### src/rtl/uart_pkg.sv
// Shared types for the UART transmit framer: FSM state encoding and parity selection.
package uart_pkg;

  typedef enum logic [2:0] {
    IDLE,
    START,
    DATA,
    PARITY,
    STOP
  } tx_state_e;

  localparam logic PAR_EVEN = 1'b0;
  localparam logic PAR_ODD  = 1'b1;

  // data_xor is the XOR of all data bits; odd parity inverts it.
  function automatic logic parity_bit(input logic data_xor, input logic par_typ);
    return (par_typ == PAR_ODD) ? ~data_xor : data_xor;
  endfunction

endpackage

### src/rtl/uart_tx_bit_timer.sv
// Bit-period counter for the UART framer: pulses bit_done on the last CLK of each serial bit.
module uart_tx_bit_timer #(
  parameter int CLKS_PER_BIT = 1
) (
  input  logic CLK,
  input  logic RST,
  input  logic run,
  output logic bit_done
);

  localparam int CNT_W = (CLKS_PER_BIT > 1) ? $clog2(CLKS_PER_BIT) : 1;
  localparam logic [CNT_W-1:0] CNT_LAST = CNT_W'(CLKS_PER_BIT - 1);

  logic [CNT_W-1:0] cnt_q, cnt_d;

  assign bit_done = run && (cnt_q == CNT_LAST);

  always_comb begin
    // NOTE: assign a default before any branch so no path leaves cnt_d unassigned (latch).
    cnt_d = '0;
    if (run && !bit_done) cnt_d = cnt_q + CNT_W'(1);
  end

  // NOTE: sequential state uses non-blocking assignments only; blocking here would race other flops.
  always_ff @(posedge CLK) begin
    if (RST) cnt_q <= '0;
    else     cnt_q <= cnt_d;
  end

endmodule

### src/rtl/uart_tx_frame.sv
// UART transmit framer: start bit, DATA_WIDTH bits LSB-first, optional parity, 1 or 2 stop bits,
// with back-to-back chaining when a new word is accepted in the final stop cycle.
module uart_tx_frame
  import uart_pkg::*;
#(
  parameter int DATA_WIDTH   = 8,
  parameter int CLKS_PER_BIT = 1
) (
  input  logic                  CLK,
  input  logic                  RST,
  input  logic [DATA_WIDTH-1:0] P_DATA,
  input  logic                  Data_Valid,
  input  logic                  PAR_EN,
  input  logic                  PAR_TYP,
  input  logic                  STOP2,
  output logic                  Ready,
  output logic                  TX_OUT,
  output logic                  Busy
);

  localparam int IDX_W = (DATA_WIDTH > 1) ? $clog2(DATA_WIDTH) : 1;
  localparam logic [IDX_W-1:0] IDX_LAST = IDX_W'(DATA_WIDTH - 1);

  tx_state_e             state_q, state_d;
  logic [DATA_WIDTH-1:0] word_q, word_d;
  logic [IDX_W-1:0]      idx_q, idx_d;
  logic                  par_en_q, par_en_d;
  logic                  par_typ_q, par_typ_d;
  logic                  stop2_q, stop2_d;
  logic                  stop_idx_q, stop_idx_d;
  logic                  tx_q, tx_d;
  logic                  busy_q, busy_d;
  logic                  bit_done;
  logic                  last_stop;
  logic                  accept;

  uart_tx_bit_timer #(
    .CLKS_PER_BIT(CLKS_PER_BIT)
  ) u_bit_timer (
    .CLK     (CLK),
    .RST     (RST),
    .run     (state_q != IDLE),
    .bit_done(bit_done)
  );

  // Ready depends only on registered state, so a source may tie Data_Valid to Ready freely.
  assign last_stop = (state_q == STOP) && bit_done && (stop_idx_q || !stop2_q);
  assign Ready     = (state_q == IDLE) || last_stop;
  assign accept    = Data_Valid && Ready;
  assign TX_OUT    = tx_q;
  assign Busy      = busy_q;

  always_comb begin
    state_d    = state_q;
    word_d     = word_q;
    idx_d      = idx_q;
    par_en_d   = par_en_q;
    par_typ_d  = par_typ_q;
    stop2_d    = stop2_q;
    stop_idx_d = stop_idx_q;

    case (state_q)
      START: begin
        if (bit_done) begin
          state_d = DATA;
          idx_d   = '0;
        end
      end
      DATA: begin
        if (bit_done) begin
          if (idx_q == IDX_LAST) begin
            idx_d      = '0;
            stop_idx_d = 1'b0;
            state_d    = par_en_q ? PARITY : STOP;
          end else begin
            idx_d = idx_q + IDX_W'(1);
          end
        end
      end
      PARITY: begin
        if (bit_done) begin
          stop_idx_d = 1'b0;
          state_d    = STOP;
        end
      end
      STOP: begin
        if (last_stop)     state_d    = IDLE;
        else if (bit_done) stop_idx_d = 1'b1;
      end
      default: ;
    endcase

    // Accept is only possible in IDLE or the final stop cycle, so it overrides either.
    if (accept) begin
      state_d    = START;
      word_d     = P_DATA;
      par_en_d   = PAR_EN;
      par_typ_d  = PAR_TYP;
      stop2_d    = STOP2;
      idx_d      = '0;
      stop_idx_d = 1'b0;
    end

    // Outputs are decoded from the next state so TX_OUT and Busy are registered.
    case (state_d)
      START:   tx_d = 1'b0;
      DATA:    tx_d = word_d[idx_d];
      PARITY:  tx_d = parity_bit(^word_d, par_typ_d);
      default: tx_d = 1'b1;
    endcase
    busy_d = (state_d != IDLE);
  end

  always_ff @(posedge CLK) begin
    if (RST) begin
      state_q    <= IDLE;
      idx_q      <= '0;
      par_en_q   <= 1'b0;
      par_typ_q  <= PAR_EVEN;
      stop2_q    <= 1'b0;
      stop_idx_q <= 1'b0;
      tx_q       <= 1'b1;
      busy_q     <= 1'b0;
    end else begin
      state_q    <= state_d;
      idx_q      <= idx_d;
      par_en_q   <= par_en_d;
      par_typ_q  <= par_typ_d;
      stop2_q    <= stop2_d;
      stop_idx_q <= stop_idx_d;
      tx_q       <= tx_d;
      busy_q     <= busy_d;
    end
  end

  // NOTE: the data word is a plain register with no reset; it is always loaded before it is read.
  always_ff @(posedge CLK) begin
    word_q <= word_d;
  end

endmodule

### config.mk
export PLATFORM = sky130hd
export DESIGN_NAME = uart_tx_frame
export DESIGN_NICKNAME = d
export VERILOG_FILES = /design/src/rtl/uart_pkg.sv /design/src/rtl/uart_tx_bit_timer.sv /design/src/rtl/uart_tx_frame.sv
export SDC_FILE = /design/constraint.sdc
export NUM_CORES = 1
export LEC_CHECK = 0
export BUFFER_PORTS_ARGS = -buffer_cell sky130_fd_sc_hd__buf_2
export CAP_MARGIN = 20
export CORE_AREA = 4 4 52 66
export DETAILED_ROUTE_END_ITERATION = 12
export DIE_AREA = 0 0 56 70
export GPL_TIMING_DRIVEN = 0
export PLACE_DENSITY = 0.59
export SYNTH_ARGS = -nofsm -noshare
export SYNTH_HDL_FRONTEND = slang
export SYNTH_SLANG_ARGS = --single-unit
### constraint.sdc
create_clock -name CLK -period 4.7 [get_ports CLK]
set_input_delay 0.94 -clock CLK [delete_from_list [all_inputs] [get_ports CLK]]
set_output_delay 0.94 -clock CLK [all_outputs]
set_load 0.01 [all_outputs]
==> results of run 1 <==
power by group through the flow:
stage / registers, uW / logic [uW] / clock network (uW)
floorplan: 211 / 83.0 / 0
global placement: 212 / 105 / 0
detailed placement: 213 / 107 / 0
CTS: 209 / 107 / 93.2
global route: 211 / 116 / 99.1
finish: 208 / 108 / 89.2
worst paths after layout:
kind,startpoint,end,slack [ps],cells past startpoint
min reg2reg,word_q[2]$_DFF_P_,word_q[2]$_DFF_P_,540,1
max reg2reg,idx_q[0]$_SDFF_PP0_,TX_OUT$_SDFF_PP1_,2130,8
min,word_q[2]$_DFF_P_,word_q[2]$_DFF_P_,540,1
max,idx_q[0]$_SDFF_PP0_,TX_OUT$_SDFF_PP1_,2130,8
Yosys cell counts, drive strengths merged:
| cell type | n | share of area [%] |
|---|---|---|
| a2111oi | 1 | 0.79 |
| a211o | 2 | 1.7 |
| a211oi | 3 | 2.0 |
| a21oi | 4 | 1.8 |
| a221o | 1 | 0.91 |
| a22o | 2 | 1.6 |
| a22oi | 1 | 0.68 |
| a311o | 1 | 0.91 |
| a31oi | 1 | 0.57 |
| a32oi | 1 | 0.79 |
| and3 | 1 | 0.57 |
| buf | 8 | 5.0 |
| clkbuf | 1 | 0.34 |
| conb | 1 | 0.34 |
| dfxtp | 21 | 38 |
| ha | 2 | 2.3 |
| inv | 6 | 2.0 |
| mux2 | 8 | 8.2 |
| mux2i | 5 | 4.5 |
| nand2 | 5 | 1.7 |
| nand3 | 2 | 0.91 |
| nor2 | 10 | 3.4 |
| nor2b | 1 | 0.57 |
| nor3 | 5 | 3.3 |
| nor4 | 1 | 0.57 |
| nor4bb | 1 | 0.91 |
| o21a | 1 | 0.68 |
| o21ai | 5 | 2.3 |
| o22ai | 2 | 1.1 |
| o31a | 1 | 0.91 |
| o31ai | 1 | 0.68 |
| o41ai | 1 | 0.79 |
| or2 | 1 | 0.57 |
| or2b | 1 | 0.68 |
| or3 | 1 | 0.57 |
| or4b | 1 | 0.91 |
| xnor2 | 7 | 5.6 |
| xor2 | 1 | 0.79 |
layer usage:
| metal | share of wire [%] | vias to the layer above | wire length, um | GRT usage, % |
|---|---|---|---|---|
| met2 | 50 | 20 | 1100 | 20.5 |
| met3 | 4.2 | 6 | 91 | 2.22 |
| met1 | 43 | 428 | 933 | 13.0 |
| li1 | - | 464 | - | - |
| met5 | 0 | - | 0 | 0 |
| met4 | 2.6 | 0 | 57 | 5.80 |
cells by family after synthesis:
logic type / count (synthesis)
AOI/OAI and AO/OA: 28
xor gates and xnor gates: 8
adders and majority gates: 2
buffers and inverters: 15
DFF: 21
muxes: 13
other: 1
and+or+nand+nor: 30
registers in the layout, indices dropped and copies added (netlist names):
register           cells
stop_idx_q             1
idx_q                  3
word_q                 8
stop2_q                1
u_bit_timer.cnt_q      1
par_typ_q              1
TX_OUT                 1
Busy                   1
state_q                3
par_en_q               1
cells in the final DEF (no fill, tap or decap), types with 2 or more instances in the layout:
cell type                   n
sky130_fd_sc_hd__ha_1       2
sky130_fd_sc_hd__mux2_2     8
sky130_fd_sc_hd__buf_2     17
sky130_fd_sc_hd__clkbuf_4   3
sky130_fd_sc_hd__inv_1      6
sky130_fd_sc_hd__nand2_1    5
sky130_fd_sc_hd__a22o_1     2
sky130_fd_sc_hd__o22ai_1    2
sky130_fd_sc_hd__buf_6      3
sky130_fd_sc_hd__dfxtp_1   21
sky130_fd_sc_hd__clkbuf_1   2
sky130_fd_sc_hd__xnor2_1    7
sky130_fd_sc_hd__mux2i_1    5
sky130_fd_sc_hd__o21ai_0    4
sky130_fd_sc_hd__nor2_1    10
sky130_fd_sc_hd__nand3_1    2
sky130_fd_sc_hd__a21oi_1    4
sky130_fd_sc_hd__buf_1      3
sky130_fd_sc_hd__nor3_1     4
sky130_fd_sc_hd__a211oi_1   3
per-stage QoR:
| stage | util (%) | area (um^2) |
|---|---|---|
| 2_1_floorplan | - | 1100 |
| 3_3_place_gp | 42.7 | 1220 |
| 3_5_place_dp | 42.7 | 1220 |
| 4_1_cts | 43.7 | 1250 |
| 5_1_grt | 43.7 | 1250 |
| 6_report | 43.7 | 1250 |
final cells by class:
type                    instances  share of cell area, %
multi-input cells              82                   48.1
repair buffers                 15                   6.01
plain buffers                   9                   4.70
flip-flops and latches         21                   33.6
inverters                       6                   1.80
well taps                      36                   3.60
clock buffers                   4                   2.10
==> qor.json, run 1 <==
{
  "run_status": {"value": "complete, no violations"},
  "peakVddDrop": {"value": 0.000185, "unit": "V"},
  "maxClockFrequency": {"value": 0.390, "unit": "GHz"},
  "synth-adder-area-share": {"value": 2.27, "unit": "%"},
  "ioPinCount": {"value": 17},
  "critical_path.endpoint_type": {"value": "flop"},
  "layout-drive-gt1-share": {"value": 25.5, "unit": "%"},
  "critical_path.startpoint_type": {"value": "flop"},
  "synth.distinct_cells": {"value": 43},
  "core_area": {"value": 0.00286, "unit": "mm^2"},
  "p_int": {"value": 285, "unit": "uW"},
  "placementRows": {"value": 22},
  "syn_avg_cell_area": {"value": 9.35, "unit": "um^2"},
  "synthXorXnorAreaFrac": {"value": 6.35, "unit": "%"},
  "cts.htree.levels": {"value": 1},
  "path_cells": {"value": "ha_1 -> ha_1 -> or4b_1 -> and3_1 -> buf_6 -> o21a_1 -> a311o_1 -> a221o_1"},
  "clock_sink_count": {"value": 21},
  "diodes": {"value": 0},
  "timing.critical_path.mode_cell": {"value": "sky130_fd_sc_hd__ha_1"},
  "synth_top_family_by_area": {"value": "compound AO/OA/AOI/OAI gates"},
  "vias": {"value": 918},
  "fin_worst_skew": {"value": 4.95, "unit": "ps"},
  "crit_path_top_delay_cell": {"value": "sky130_fd_sc_hd__or4b_1"},
  "cts_tree": {"value": "built"},
  "criticalPathCategory": {"value": "reg -> reg"},
  "cts_post_setup_buffers_inserted": {"value": 0},
  "globalRoute.totalOverflow": {"value": 0},
  "power.clock.fraction": {"value": 22.0, "unit": "%"},
  "floorplan.die.width": {"value": 56, "unit": "um"},
  "synth_compound_gate_area_share": {"value": 18.3, "unit": "%"},
  "period_utilization_post_route": {"value": 54.6, "unit": "%"},
  "critPathRequiredTime": {"value": 4910, "unit": "ps"},
  "synth_mux_area_share": {"value": 12.7, "unit": "%"},
  "total_power": {"value": 405, "unit": "uW"},
  "power_density": {"value": 324, "unit": "mW/mm^2"},
  "first_pass_grt_wire_length": {"value": 3.66, "unit": "mm"},
  "ys_seq_elements": {"value": 21},
  "wirelength": {"value": 2.19, "unit": "mm"},
  "largest_net_degree_at_the_start_of_global_routing": {"value": 12},
  "final_nets": {"value": 154},
  "finalCriticalPeriod": {"value": 2570, "unit": "ps"},
  "worst_skew_pair.late_latency": {"value": 310, "unit": "ps"},
  "post_synth_instance_area": {"value": 0.00110, "unit": "mm^2"},
  "tightest_hold_margin": {"value": 536, "unit": "ps"},
  "cts_made_buffers": {"value": 3},
  "drv.max_cap_violation_count": {"value": 0},
  "cts.hold.buffers_added": {"value": 0},
  "area_occupied_by_multi_input_gates": {"value": 602, "unit": "um^2"},
  "ys_seq_area_share": {"value": 38.1, "unit": "%"},
  "die_height": {"value": 70, "unit": "um"},
  "place_hpwl": {"value": 1.66, "unit": "mm"},
  "critical_path_buffers_and_inverters": {"value": 1},
  "initial_core_util": {"value": 38.5, "unit": "%"},
  "wl_per_cell": {"value": 12.6, "unit": "um"},
  "timing.setup.tns": {"value": 0, "unit": "ps"},
  "cts_resized": {"value": 0},
  "syn-instance-count": {"value": 118},
  "global_route.usage.total": {"value": 11.6, "unit": "%"},
  "clock_tree.root_cell": {"value": "sky130_fd_sc_hd__clkbuf_4"},
  "min-delay-path-class": {"value": "reg -> reg"},
  "synthSimpleGateAreaFrac": {"value": 14.6, "unit": "%"},
  "avgViaCountPerCell": {"value": 5.31},
  "numPortBuffers": {"value": 15},
  "fp.dieArea": {"value": 0.00392, "unit": "mm^2"},
  "hold_viol_final": {"value": 0},
  "grt_antenna_before_repair": {"value": 0},
  "worst-endpoint-arrival": {"value": 2770, "unit": "ps"},
  "grt_pass1_vias": {"value": 881},
  "p_sw": {"value": 120, "unit": "uW"},
  "critical_path.max_stage_delay": {"value": 540, "unit": "ps"},
  "power.sequential.fraction": {"value": 51.4, "unit": "%"},
  "power.combinational.fraction": {"value": 26.6, "unit": "%"},
  "worstPathMaxFanout": {"value": 6},
  "clock_path_buffers": {"value": 2},
  "pre_repair_dr_iteration_count": {"value": 4},
  "mappedNetlistNets": {"value": 134},
  "drcViolationCount": {"value": 0},
  "fillcell_total": {"value": 321},
  "placement.setup.worst_slack": {"value": 1980, "unit": "ps"},
  "finalWorstSetupSlack": {"value": 2130, "unit": "ps"},
  "grt_setup_unrepaired": {"value": "no"},
  "routabilityCongestion": {"value": 0.836},
  "final-setup-viol-count": {"value": 0},
  "finish.cell_count_without_fillers": {"value": 173},
  "power.switching_fraction": {"value": 29.7, "unit": "%"},
  "number_of_synthesis_warnings": {"value": 0},
  "ant_nets": {"value": 0},
  "dr.first_iter.drc_count": {"value": 8},
  "critical-path-top-delay-family": {"value": "compound AO/OA/AOI/OAI gates"},
  "finalMaxSlewViolations": {"value": 0},
  "cts.clk_slew.worst_paths": {"value": 120, "unit": "ps"},
  "ff_latch_area": {"value": 420, "unit": "um^2"},
  "static-leakage-power": {"value": 0.000518, "unit": "uW"},
  "area_delta_synth_final": {"value": 13.3, "unit": "%"},
  "dpl.cell_count": {"value": 169}
}
Power figures use the tool's default switching activity.
==> run 2, diff against run 1 <==
- ABC_AREA: not set -> 1
- CORE_AREA: 4 4 52 66 -> 4 4 57 72
- DIE_AREA: 0 0 56 70 -> 0 0 61 76
- PLACE_DENSITY: 0.59 -> 0.58
- clock period: 4.7 -> 2.6 ns (I/O delays scaled with it)
==> run 2 against run 1 <==
Compared with the run above:
- register-to-register slack got worse by 1400 ps
- global-route usage increased by 2.6 points
- non-clock buffer count is 4 lower
- sequential share of layout area is 5.3 points lower
- largest cell class unchanged
==> qor.json, run 2 <==
{
  "period_utilization_post_route": {"value": 72.3, "unit": "%"},
  "synth_top_family_by_area": {"value": "simple AND/OR/NAND/NOR gates"},
  "cts_tree": {"value": "built"},
  "post-route-util": {"value": 43.3, "unit": "%"},
  "synth-adder-area-share": {"value": 1.90, "unit": "%"},
  "top_register": {"value": "word_q"},
  "ys_seq_area_share": {"value": 32.0, "unit": "%"},
  "drv.max_cap_violation_count": {"value": 0},
  "ff_latch_area": {"value": 420, "unit": "um^2"},
  "area_delta_synth_final": {"value": 13.0, "unit": "%"},
  "synth.distinct_cells": {"value": 26},
  "place_hpwl": {"value": 2.30, "unit": "mm"},
  "syn-instance-count": {"value": 216},
  "run_status": {"value": "complete, no violations"},
  "finalCriticalPeriod": {"value": 1880, "unit": "ps"},
  "wirelength": {"value": 2.90, "unit": "mm"},
  "dr.first_iter.drc_count": {"value": 42},
  "synthSimpleGateAreaFrac": {"value": 46.1, "unit": "%"},
  "numPortBuffers": {"value": 15},
  "cts.hold.buffers_added": {"value": 0},
  "synthXorXnorAreaFrac": {"value": 0, "unit": "%"},
  "maxClockFrequency": {"value": 0.532, "unit": "GHz"},
  "avgViaCountPerCell": {"value": 4.70},
  "timing.setup.tns": {"value": 0, "unit": "ps"},
  "clock_tree.root_cell": {"value": "sky130_fd_sc_hd__clkbuf_8"},
  "largest_register_ffs": {"value": 8},
  "dpl.cell_count": {"value": 270},
  "floorplan.die.width": {"value": 61, "unit": "um"},
  "largest_registers": {"value": "word_q x8, idx_q x3, state_q x3"},
  "criticalPathCategory": {"value": "reg -> out"},
  "synth_mux_area_share": {"value": 0, "unit": "%"},
  "grt_pass1_vias": {"value": 1251},
  "power_density": {"value": 1300, "unit": "mW/mm^2"},
  "largest_net_degree_at_the_start_of_global_routing": {"value": 13},
  "worst_skew_pair.late_latency": {"value": 260, "unit": "ps"},
  "ioPinCount": {"value": 17},
  "netlist.top_cell.by_area": {"value": "sky130_fd_sc_hd__dfxtp_1"},
  "globalRoute.totalOverflow": {"value": 0},
  "peakVddDrop": {"value": 0.000633, "unit": "V"},
  "clock_path_buffers": {"value": 2},
  "critPathRequiredTime": {"value": 2080, "unit": "ps"},
  "drcViolationCount": {"value": 0},
  "asyncSetResetFlopFracSynth": {"value": 0, "unit": "%"},
  "worst_r2r_endpoint": {"value": "TX_OUT$_SDFF_PP1_"},
  "min-delay-path-class": {"value": "reg -> reg"},
  "grt_setup_unrepaired": {"value": "no"},
  "finish.cell_count_without_fillers": {"value": 274},
  "fin_worst_skew": {"value": 2.05, "unit": "ps"},
  "final_nets": {"value": 252},
  "critical_path.endpoint_type": {"value": "primary output"},
  "final_common_cell": {"value": "sky130_fd_sc_hd__nand2_1"},
  "cts_made_buffers": {"value": 3},
  "number_of_synthesis_warnings": {"value": 0},
  "worstHoldPathCells": {"value": 2},
  "syn_avg_cell_area": {"value": 6.08, "unit": "um^2"},
  "slew_at_the_pin_closest_to_its_max_slew_limit": {"value": 508, "unit": "ps"},
  "synthTopCellsByCount": {"value": "87 x sky130_fd_sc_hd__nand2_1, 28 x sky130_fd_sc_hd__inv_1, 21 x sky130_fd_sc_hd__dfxtp_1, 18 x sky130_fd_sc_hd__nand3_1, 17 x sky130_fd_sc_hd__nor2_1"},
  "highest_count_cells_in_the_layout_ignoring_fill_and_taps": {"value": "87 x sky130_fd_sc_hd__nand2_1, 28 x sky130_fd_sc_hd__inv_1, 21 x sky130_fd_sc_hd__dfxtp_1"},
  "ys_seq_elements": {"value": 21},
  "diodes": {"value": 0},
  "yosysTopAreaCellShare": {"value": 32.0, "unit": "%"},
  "synth-edff-count": {"value": 0},
  "first_pass_grt_wire_length": {"value": 5.28, "unit": "mm"},
  "clock_sink_count": {"value": 21},
  "worst_hold_path.endpoint": {"value": "stop_idx_q$_SDFFE_PP0P_"},
  "vias": {"value": 1287},
  "global_route.usage.total": {"value": 14.3, "unit": "%"},
  "netlist_top_cells_area": {"value": "sky130_fd_sc_hd__dfxtp_1 32%, sky130_fd_sc_hd__nand2_1 25%, sky130_fd_sc_hd__inv_1 8.0%, sky130_fd_sc_hd__nand3_1 6.9%, sky130_fd_sc_hd__nor2_1 4.9%"},
  "final-setup-viol-count": {"value": 0},
  "placementRows": {"value": 24},
  "cts_post_setup_buffers_inserted": {"value": 0},
  "fp.dieArea": {"value": 0.00464, "unit": "mm^2"},
  "mappedNetlistNets": {"value": 232},
  "routabilityCongestion": {"value": 0.860},
  "worst_r2r_startpoint": {"value": "state_q[0]$_SDFF_PP0_"},
  "initial_core_util": {"value": 38.4, "unit": "%"},
  "cts.htree.levels": {"value": 1},
  "critical_path.startpoint_type": {"value": "flop"},
  "grt_antenna_before_repair": {"value": 0},
  "rr_worst_depth": {"value": 17},
  "finalMaxSlewViolations": {"value": 0},
  "synth-main-ff-cell": {"value": "sky130_fd_sc_hd__dfxtp_1"},
  "layout-drive-gt1-share": {"value": 14.5, "unit": "%"},
  "cts_resized": {"value": 0},
  "min-delay-start": {"value": "stop_idx_q$_SDFFE_PP0P_"},
  "die_height": {"value": 76, "unit": "um"},
  "pre_repair_dr_iteration_count": {"value": 4},
  "wl_per_cell": {"value": 10.6, "unit": "um"},
  "cts.clk_slew.worst_paths": {"value": 80, "unit": "ps"},
  "synth_compound_gate_area_share": {"value": 7.71, "unit": "%"},
  "slew_headroom": {"value": 65.8, "unit": "%"},
  "setup.reg_to_reg.worst_slack": {"value": 730, "unit": "ps"},
  "post_synth_instance_area": {"value": 0.00131, "unit": "mm^2"},
  "ant_nets": {"value": 0},
  "fillcell_total": {"value": 383},
  "hold_viol_final": {"value": 0},
  "core_area": {"value": 0.00342, "unit": "mm^2"},
  "most_common_cell_in_the_netlist": {"value": "sky130_fd_sc_hd__nand2_1"},
  "worst-endpoint-arrival": {"value": 1360, "unit": "ps"},
  "area_occupied_by_multi_input_gates": {"value": 736, "unit": "um^2"},
  "static-leakage-power": {"value": 0.000828, "unit": "uW"},
  "worstPathMaxFanout": {"value": 10}
}
-- run 2: cell count changes after synthesis, moves of 5 or more --
cell                       before  now
sky130_fd_sc_hd__mux2i_1        5    0
sky130_fd_sc_hd__nand3b_1       0    5
sky130_fd_sc_hd__mux2_2         8    0
sky130_fd_sc_hd__nor2_1        10   17
sky130_fd_sc_hd__nand2_1        5   87
sky130_fd_sc_hd__nand3_1        2   18
sky130_fd_sc_hd__inv_1          6   28
sky130_fd_sc_hd__xnor2_1        7    0
-- run 2: worst max path at each step --
stage	start	endpoint	slack (ps)	cells after the start
6_report	state_q[0]$_SDFF_PP0_	Ready	720	5
5_1_grt	idx_q[0]$_SDFF_PP0_	TX_OUT$_SDFF_PP1_	400	12
4_1_cts	idx_q[0]$_SDFF_PP0_	TX_OUT$_SDFF_PP1_	700	12
3_5_place_dp	Data_Valid	TX_OUT$_SDFF_PP1_	660	13
3_3_place_gp	state_q[0]$_SDFF_PP0_	TX_OUT$_SDFF_PP1_	670	14
2_1_floorplan	idx_q[0]$_SDFF_PP0_	TX_OUT$_SDFF_PP1_	930	12
-- run 2: cell type report --
| cell class | count | area share (%) |
|---|---|---|
| Buffer | 5 | 2.78 |
| Clock buffer | 3 | 2.78 |
| Clock inverter | 1 | 0.337 |
| Inverter | 31 | 7.84 |
| Multi-Input combinational cell | 159 | 49.6 |
| Sequential cell | 21 | 28.3 |
| Tap cell | 39 | 3.29 |
| Timing Repair Buffer | 15 | 5.06 |
-- run 2: report_power, final --
part | switching [uW] | internal [uW]
Sequential | 68.9 | 438
Combinational | 778 | 426
Clock | 111 | 107
Total | 958 | 971
-- run 2: worst max-delay path: stages (launching register included) --
cell	delay [ps]
sky130_fd_sc_hd__dfxtp_1	370
sky130_fd_sc_hd__nor2_1	140
sky130_fd_sc_hd__nand4_1	150
sky130_fd_sc_hd__nand2_2	160
sky130_fd_sc_hd__buf_6	150
sky130_fd_sc_hd__buf_2	130
-- run 2: per-layer routing --
| metal | part of all wire (%) | track usage (%) |
|---|---|---|
| met3 | 2.6 | 2.20 |
| met5 | 0 | 0 |
| met2 | 52 | 24.9 |
| met4 | 1.0 | 4.56 |
| met1 | 45 | 17.1 |
-- run 2: cells by family (layout without fill, tap and decap cells) --
kind of cell	after synthesis	in the layout
simple gates	139	139
buf+inv	36	55
flops	21	21
compound gates	17	17
fa+ha+maj	2	2
other cells	1	1
-- run 2: per-stage QoR --
stage	power (uW)	instance area (um^2)	setup slack, ps	hold slack, ps
finish	1930	1480	720	470
CTS	1960	1480	697	473
global route	2200	1480	401	505
detailed placement	1730	1440	660	456
floorplan	1470	1310	927	438
global placement	1730	1440	675	458
==> run 3, diff against run 2 <==
- ABC_AREA: 1 -> 0
- CORE_AREA: 4 4 57 72 -> 4 4 52 66
- DIE_AREA: 0 0 61 76 -> 0 0 56 70
- PLACE_DENSITY: 0.58 -> 0.59
- clock period: 2.6 -> 1.8 ns (I/O delays scaled with it)
==> run 3 against run 2 <==
Compared with the run above:
- the run now ends with negative setup slack left
- critical path depth increased by 1
- setup slack got worse by 1200 ps
- flip-flop and latch count unchanged
- via count decreased by 24%
- critical path type is now reg -> reg
- count of clock-buffer cells in the layout unchanged
==> qor.json, run 3 (synthesized netlist as in run 1, its figures left out) <==
{
  "cts.hold.buffers_added": {"value": 0},
  "cts.clk_slew.worst_paths": {"value": 120, "unit": "ps"},
  "critical_path.endpoint_type": {"value": "flop"},
  "area_delta_synth_final": {"value": 29.6, "unit": "%"},
  "largest_register_ffs": {"value": 8},
  "setup.reg_to_reg.worst_slack": {"value": -480, "unit": "ps"},
  "clock_tree.root_cell": {"value": "sky130_fd_sc_hd__clkbuf_4"},
  "clock_sink_count": {"value": 21},
  "ant_nets": {"value": 0},
  "initial_core_util": {"value": 38.5, "unit": "%"},
  "period_utilization_post_route": {"value": 127, "unit": "%"},
  "fp.dieArea": {"value": 0.00392, "unit": "mm^2"},
  "cts_made_buffers": {"value": 3},
  "final-setup-viol-count": {"value": 3},
  "drcViolationCount": {"value": 0},
  "final_common_cell": {"value": "sky130_fd_sc_hd__dfxtp_1"},
  "critical_path_buffers_and_inverters": {"value": 0},
  "criticalPathCategory": {"value": "reg -> reg"},
  "routabilityCongestion": {"value": 0.805},
  "violations": {"value": "negative setup slack"},
  "dr.first_iter.drc_count": {"value": 19},
  "highest_count_cells_in_the_layout_ignoring_fill_and_taps": {"value": "16 x sky130_fd_sc_hd__dfxtp_1, 15 x sky130_fd_sc_hd__buf_2, 10 x sky130_fd_sc_hd__nor2_1, 10 x sky130_fd_sc_hd__buf_4, 7 x sky130_fd_sc_hd__xnor2_1"},
  "grt_pass1_vias": {"value": 1000},
  "diodes": {"value": 0},
  "rr_worst_depth": {"value": 6},
  "placementRows": {"value": 22},
  "min-delay-path-class": {"value": "in -> reg"},
  "numPortBuffers": {"value": 15},
  "fillcell_total": {"value": 280},
  "critical_path.startpoint_type": {"value": "flop"},
  "finalWorstSetupSlack": {"value": -484, "unit": "ps"},
  "die_height": {"value": 70, "unit": "um"},
  "worstPathMaxFanout": {"value": 4},
  "hold_viol_final": {"value": 0},
  "grt_antenna_before_repair": {"value": 0},
  "global_route.usage.total": {"value": 13.8, "unit": "%"},
  "maxClockFrequency": {"value": 0.438, "unit": "GHz"},
  "run_status": {"value": "finished with violations"},
  "pre_repair_dr_iteration_count": {"value": 7},
  "core_area": {"value": 0.00286, "unit": "mm^2"},
  "worst_r2r_endpoint": {"value": "TX_OUT$_SDFF_PP1_"},
  "globalRoute.totalOverflow": {"value": 0},
  "wl_per_cell": {"value": 14.3, "unit": "um"},
  "wirelength": {"value": 2.63, "unit": "mm"},
  "critical_path.max_stage_delay": {"value": 390, "unit": "ps"},
  "ioPinCount": {"value": 17},
  "final_instance_area": {"value": 0.00143, "unit": "mm^2"},
  "clock_path_buffers": {"value": 2},
  "floorplan.die.width": {"value": 56, "unit": "um"},
  "place_hpwl": {"value": 1.88, "unit": "mm"},
  "top_register": {"value": "word_q"},
  "finish.cell_count_without_fillers": {"value": 183},
  "finalMaxSlewViolations": {"value": 0},
  "avgViaCountPerCell": {"value": 5.37},
  "worstHoldPathCells": {"value": 2},
  "drv.max_cap_violation_count": {"value": 0},
  "path_cells": {"value": "a211o_4 -> a211oi_4 -> mux2_4 -> or2b_1 -> a311o_1 -> a221o_1"},
  "total_power": {"value": 1100, "unit": "uW"},
  "dpl.cell_count": {"value": 169},
  "worst_hold_path.endpoint": {"value": "word_q[5]$_DFF_P_"},
  "power_density": {"value": 771, "unit": "mW/mm^2"},
  "final_nets": {"value": 164},
  "grt_setup_unrepaired": {"value": "yes"},
  "worst-endpoint-arrival": {"value": 2490, "unit": "ps"},
  "vias": {"value": 982},
  "tightest_hold_margin": {"value": 272, "unit": "ps"},
  "finalCriticalPeriod": {"value": 2280, "unit": "ps"},
  "static-leakage-power": {"value": 0.000597, "unit": "uW"},
  "critical-path-top-delay-family": {"value": "compound AO/OA/AOI/OAI gates"},
  "cts_tree": {"value": "built"},
  "critPathRequiredTime": {"value": 2000, "unit": "ps"},
  "layout-drive-gt1-share": {"value": 40.1, "unit": "%"},
  "placed_cell_area": {"value": 0.00126, "unit": "mm^2"},
  "min-delay-start": {"value": "P_DATA[5]"},
  "largest_net_degree_at_the_start_of_global_routing": {"value": 13},
  "worst_skew_pair.late_latency": {"value": 310, "unit": "ps"},
  "worst_r2r_startpoint": {"value": "u_bit_timer.cnt_q$_SDFF_PP0_"},
  "fin_worst_skew": {"value": 4.58, "unit": "ps"},
  "first_pass_grt_wire_length": {"value": 4.39, "unit": "mm"},
  "cts.htree.levels": {"value": 1},
  "crit_path_top_delay_cell": {"value": "sky130_fd_sc_hd__dfxtp_4"},
  "peakVddDrop": {"value": 0.000529, "unit": "V"},
  "largest_registers": {"value": "word_q x8, idx_q x3, state_q x3"}
}
## run 3: cell types whose count changed in the layout (fill, tap and decap cells not counted), sizes merged, moves of 7 or more
cell | previous run | this run
buf | 19 | 32
xnor2 | 0 | 7
nor2 | 18 | 10
mux2 | 0 | 8
inv | 31 | 6
nand2 | 92 | 5
nand3 | 19 | 2
## run 3: final cells by class
| cell class | instances | area [um^2] | share of cell area, % |
|---|---|---|---|
| Multi-Input combinational cell | 82 | 667 | 46.6 |
| Clock buffer | 3 | 22.5 | 1.57 |
| Clock inverter | 1 | 5.00 | 0.350 |
| Sequential cell | 21 | 434 | 30.4 |
| Tap cell | 36 | 45.0 | 3.15 |
| Inverter | 6 | 22.5 | 1.57 |
| Timing Repair Buffer | 29 | 195 | 13.6 |
| Buffer | 5 | 38.8 | 2.71 |
## run 3: how the worst max path moves through the flow
| stage | start | end | slack (ps) | cells after the start |
|---|---|---|---|---|
| floorplan | idx_q[0]$_SDFF_PP0_ | TX_OUT$_SDFF_PP1_ | -480 | 8 |
| global placement | state_q[2]$_SDFF_PP0_ | TX_OUT$_SDFF_PP1_ | -650 | 7 |
| detailed placement | state_q[2]$_SDFF_PP0_ | TX_OUT$_SDFF_PP1_ | -700 | 7 |
| CTS | u_bit_timer.cnt_q$_SDFF_PP0_ | TX_OUT$_SDFF_PP1_ | -500 | 6 |
| global route | idx_q[0]$_SDFF_PP0_ | TX_OUT$_SDFF_PP1_ | -550 | 7 |
| finish | u_bit_timer.cnt_q$_SDFF_PP0_ | TX_OUT$_SDFF_PP1_ | -480 | 6 |
## run 3: timing repair
item                                    in CTS  in global routing
resized for setup                           11                 13
endpoints found under the hold margin        0                  0
pin swaps                                    5                  1
endpoints found under the setup margin      12                  7
buffers inserted                             7                  7
## run 3: report_power, final
| part | total, uW | switching [uW] | internal [uW] | leakage [uW] |
|---|---|---|---|---|
| clock | 231 | 148 | 82.9 | 0.0000177 |
| sequential | 550 | 41.3 | 508 | 0.000177 |
| combinational | 322 | 136 | 186 | 0.000402 |
## run 3: metrics by stage
stage / setup WS, ps / util [%] / TNS (ps)
floorplan: -480 / - / -480
global placement: -650 / 44.1 / -1560
detailed placement: -697 / 44.1 / -1840
CTS: -501 / 46.9 / -770
global route: -545 / 50.0 / -798
finish: -484 / 50.0 / -611
## run 3: worst reg2reg max path, cell delays in order, from the launching register on
cell	delay (ps)
sky130_fd_sc_hd__dfxtp_4	390
sky130_fd_sc_hd__a211o_4	350
sky130_fd_sc_hd__a211oi_4	260
sky130_fd_sc_hd__mux2_4	340
sky130_fd_sc_hd__or2b_1	230
sky130_fd_sc_hd__a311o_1	310
sky130_fd_sc_hd__a221o_1	300
## run 3: layer usage
metal | GRT usage (%) | part of all wire, %
met1 | 14.0 | 40
met4 | 5.28 | 1.8
met5 | 0 | 0
met2 | 27.4 | 54
met3 | 1.85 | 3.8
